[src/rtl/adder_seq.sv]
// adder_seq: multi-cycle adder/subtractor, one CHUNK-bit slice per clock.
// Carry is registered between slices; done pulses for one cycle with the result.
module adder_seq #(
  parameter int WIDTH = 16,
  parameter int CHUNK = 4
) (
  input  logic             clk,
  input  logic             rst,
  input  logic             start,
  input  logic             sub,
  input  logic             c_in,
  input  logic [WIDTH-1:0] a,
  input  logic [WIDTH-1:0] b,
  output logic [WIDTH:0]   sum,
  output logic             ovf,
  output logic             busy,
  output logic             done
);

  localparam int N  = WIDTH / CHUNK;
  localparam int IW = (N > 1) ? $clog2(N) : 1;

  typedef enum logic [1:0] {
    IDLE,
    RUN,
    DONE
  } state_t;

  state_t           state_q, state_d;
  logic [WIDTH-1:0] a_q, a_d;
  logic [WIDTH-1:0] b_q, b_d;
  logic             carry_q, carry_d;
  logic [IW-1:0]    idx_q, idx_d;
  logic [WIDTH:0]   sum_q, sum_d;
  logic             ovf_q, ovf_d;

  logic [CHUNK-1:0] sa, sb, s;
  logic             c;
  logic             last;

  // Slice mux over constant part-selects keeps index widths exact.
  always_comb begin
    sa = '0;
    sb = '0;
    for (int k = 0; k < N; k++) begin
      if (idx_q == IW'(k)) begin
        sa = a_q[k*CHUNK +: CHUNK];
        sb = b_q[k*CHUNK +: CHUNK];
      end
    end
    {c, s} = {1'b0, sa} + {1'b0, sb}
           + {{CHUNK{1'b0}}, carry_q};
    last = (idx_q == IW'(N - 1));
  end

  always_comb begin
    state_d = state_q;
    a_d     = a_q;
    b_d     = b_q;
    carry_d = carry_q;
    idx_d   = idx_q;
    sum_d   = sum_q;
    ovf_d   = ovf_q;
    unique case (state_q)
      IDLE, DONE: begin
        if (start) begin
          a_d     = a;
          b_d     = sub ? ~b : b;
          carry_d = sub | c_in;
          sum_d   = '0;
          ovf_d   = 1'b0;
          idx_d   = '0;
          state_d = RUN;
        end else if (state_q == DONE) begin
          state_d = IDLE;
        end
      end
      RUN: begin
        for (int k = 0; k < N; k++) begin
          if (idx_q == IW'(k)) begin
            sum_d[k*CHUNK +: CHUNK] = s;
          end
        end
        carry_d = c;
        if (last) begin
          sum_d[WIDTH] = c;
          ovf_d = (a_q[WIDTH-1] == b_q[WIDTH-1])
               && (s[CHUNK-1] != a_q[WIDTH-1]);
          state_d = DONE;
        end else begin
          idx_d = idx_q + IW'(1);
        end
      end
      default: state_d = IDLE;
    endcase
  end

  always_ff @(posedge clk) begin
    if (rst) begin
      state_q <= IDLE;
      a_q     <= '0;
      b_q     <= '0;
      carry_q <= 1'b0;
      idx_q   <= '0;
      sum_q   <= '0;
      ovf_q   <= 1'b0;
    end else begin
      state_q <= state_d;
      a_q     <= a_d;
      b_q     <= b_d;
      carry_q <= carry_d;
      idx_q   <= idx_d;
      sum_q   <= sum_d;
      ovf_q   <= ovf_d;
    end
  end

  assign sum  = sum_q;
  assign ovf  = ovf_q;
  assign busy = (state_q == RUN);
  assign done = (state_q == DONE);

endmodule
[config.mk]
export PLATFORM = sky130hd
export DESIGN_NAME = adder_seq
export DESIGN_NICKNAME = d
export VERILOG_FILES = /design/src/rtl/adder_seq.sv
export SDC_FILE = /design/constraint.sdc
export NUM_CORES = 1
export LEC_CHECK = 0
export ABC_CLOCK_PERIOD_IN_PS = 3100
export CORE_UTILIZATION = 35
export CTS_CLUSTER_SIZE = 20
export DETAILED_ROUTE_END_ITERATION = 12
export GPL_TIMING_DRIVEN = 1
export SYNTH_ARGS = -nofsm -noshare
export SYNTH_HDL_FRONTEND = slang
export SYNTH_SLANG_ARGS = --single-unit
[constraint.sdc]
create_clock -name clk -period 3.1 [get_ports clk]
set_input_delay 0.31 -clock clk [delete_from_list [all_inputs] [get_ports clk]]
set_output_delay 0.31 -clock clk [all_outputs]
set_load 0.02 [all_outputs]
==> results.md <==
- Sw Ratio: 0.2819
- Syn Area/Cell: 8.391 um2
- Crit path kind: flop to flop
- Largest net degree at the start of global routing: 47
- Post-CTS Setup Repair Bufs: 0
- Drt first pass iters: 4
- Fillers: 746
- Worst reg-to-reg path cell count: 12
- Critical path's largest stage delay: 0.42 ns
- Area Overhead vs Synth: 24.49%
- CP Max Fanout: 12
- Hold Vio Cnt, Final: 0
- Design Power: 1.528 mW
- Crit-path slowest cell: xnor2_1
- DRC Markers: 0
- Cell area after synthesis: 2744 um2
- Main synth FF type: dfxtp_1
- FFs w/ async S/R, synth: 0
- Placed insts: 461
- Syn Inst Count: 327
- Pins Over Slew Limit: 0
- Worst hold stages: 2
- P per Cell Area: 447.4 nW/um2
- Layout cells sized above 1: 0.08378
- DP Area: 3307 um2
- Ys Warns: 0
- Worst path most repeated cell: a21oi_1
- Status: finished, final reports clean
- DR vias: 2,306
- Syn Nets: 373
- Num rows: 31
- CP endpoint kind: flop
- Routed vias/inst: 4.917
- Max transition margin: 0.4071
- Antenna viol nets, final: 0
- Net switching power figure: 430.9 uW
- Share of total power in the clock network: 0.289
- Commonest non-fill, non-tap cells in the layout: 55 x dfxtp_1, 55 x clkdlybuf4s50_1, 54 x nand2_1, 45 x a21oi_1, 19 x nor2_1
- Yosys cell types: 38
- Setup Skew: 0.006742 ns
- # port buffers: 56
- Remaining global-route overflow: 0
- Post-Layout Cell Count: 469
- Dpl hpwl: 4396 um
- Clk pin slew, worst setup/hold paths: 0.10 ns
- Fin Hold WS: 0.4624 ns
- FF+latch count, synth: 55
- Worst path cell trace: inv_1, ha_1, buf_4, nand3b_1, a21oi_1, a21oi_1, o21ai_0, ha_1, a21oi_1, o21ai_2, xnor2_1, o31ai_1
- Initial core utilization: 0.3704
- Gpl congestion: 0.7708
- Chip height: 90.54 um
- Skew-Pair Late Insertion Delay: 0.31 ns
- CTS tree: yes
- HP Start: a_q[2]
- Clock Tree Buf Depth: 2
- Setup crit start: idx_q[1]
- Utilization after layout: 0.4611
- Die extent in x: 90.54 um
- Crit path required time: 3.28 ns
- Comb pwr share: 0.202
- Worst r2r src: idx_q[1]
- I/O Pins: 57
- Post-route cell area: 3416 um2
- Worst setup margin: 0.3009 ns
- Initial antenna violation count: 0
- Static leakage power: 1.214 nW
- Core area: 7408 um2
- Hold_buf cts: 0
- H-tree Lvls: 2
- TritonCTS buffer count: 5
- Peak supply drop: 0.1634 mV
- Slew @ Worst Pin: 0.8865 ns
- N_diodes: 0
- Vias in the first global route: 2,158
- Startpoint class of the critical path: flop
- Int Power: 1.097 mW
- Final setup vio count: 0
- Net count, final: 415
- Register area share after synthesis: 0.4013
- Clock sinks: 55
- DR WL/cell: 12.99 um
- Total track usage: 0.1568
- Hold Path Class: flop to flop
- FMAX: 357.3 MHz
- TNS Setup: 0 ns
- Min Tclk post-route: 2.799 ns
- Post-Place Setup Slack: 0.2359 ns
- Clk root buf: clkbuf_8
- Post-synth EDFFs: 0
- Number of max-cap violations: 0
- Register-to-register setup slack: 0.30 ns
- Total Wirelength: 6090 um
- RSZ-0062 raised after global routing: no
- Global-route wire length before repair: 10,430 um
- Drt initial violations: 82
- Tcrit/Tclk final: 0.9029
- Worst path arrival time: 2.98 ns
- Sequential power share: 0.509
- Die area: 8197 um2
==> path summary, 6_finish.rpt <==
check | to
max | sum[7]
min | a_q[2]
max reg2reg | sum[7]
min reg2reg | a_q[2]
==> cells in the mapped netlist (4+ instances only) <==
| master | instances | share of area |
|---|---|---|
| a221oi_1 | 4 | 0.013 |
| or2_2 | 6 | 0.014 |
| nand3b_1 | 6 | 0.016 |
| a21oi_1 | 45 | 0.082 |
| nor3_1 | 6 | 0.011 |
| xnor2_1 | 17 | 0.054 |
| o21ai_0 | 5 | 0.0091 |
| inv_1 | 4 | 0.0055 |
| buf_6 | 5 | 0.021 |
| dfxtp_1 | 55 | 0.40 |
| clkbuf_1 | 6 | 0.0082 |
| o31ai_1 | 4 | 0.011 |
| nor2_1 | 19 | 0.026 |
| nand2_1 | 54 | 0.074 |
| a211oi_1 | 15 | 0.041 |
| nand3_1 | 14 | 0.026 |
| ha_1 | 7 | 0.032 |
| buf_2 | 13 | 0.024 |
| nor2b_1 | 11 | 0.025 |
| nand4b_1 | 5 | 0.016 |
==> routing by layer <==
| metal | share of wire | global-route usage |
|---|---|---|
| met1 | 0.50 | 0.2086 |
| met2 | 0.45 | 0.2544 |
| met3 | 0.037 | 0.03114 |
| met4 | 0.013 | 0.04839 |
| met5 | 0 | 0 |
==> power groups by stage <==
stage / Clock, mW / Combinational [mW] / Sequential (mW)
2_1_floorplan: 0 / 0.212 / 0.788
3_3_place_gp: 0 / 0.308 / 0.794
3_5_place_dp: 0 / 0.312 / 0.795
4_1_cts: 0.454 / 0.314 / 0.778
5_1_grt: 0.483 / 0.347 / 0.784
6_report: 0.441 / 0.309 / 0.778
==> critical path: cells and delay by family (launching register included) <==
family                   cells  cell delay (ns)
AO/OA/AOI/OAI                6             0.83
adder cells (fa/ha/maj)      2             0.62
XOR/XNOR                     1             0.42
flip-flops                   1             0.36
buffers and inverters        2             0.29
AND/OR/NAND/NOR              1             0.15
==> flip-flops by register name, summed over array words and instances, names as in the netlist <==
name     count
state_q      2
sum         17
b_q         16
a_q         16
idx_q        2
carry_q      1
ovf          1
==> layout make-up <==
cell class                      instances  area, um2  share of cell area
Clock inverter                          1      7.507            0.002198
Sequential cell                        55       1101              0.3223
Multi-Input combinational cell        241       1471              0.4308
Inverter                                4      15.01            0.004396
Tap cell                               99      123.9             0.03626
Timing Repair Buffer                   62      600.6              0.1758
Clock buffer                            7      96.34             0.02821
==> cell families (layout without fill, tap and decap cells) <==
group | after synthesis | after routing | synth area share
compound gates | 82 | 82 | 0.1847
xor+xnor | 17 | 17 | 0.05426
fa+ha+maj | 9 | 9 | 0.04651
buf+inv | 31 | 74 | 0.06611
flops | 55 | 55 | 0.4013
simple gates | 133 | 133 | 0.2472
==> what timing repair did <==
action	in CTS	in global routing
gates resized for setup	0	1
endpoints found under the setup margin	0	3
hold endpoints to repair	0	0
(Power assumes the default switching activity.)
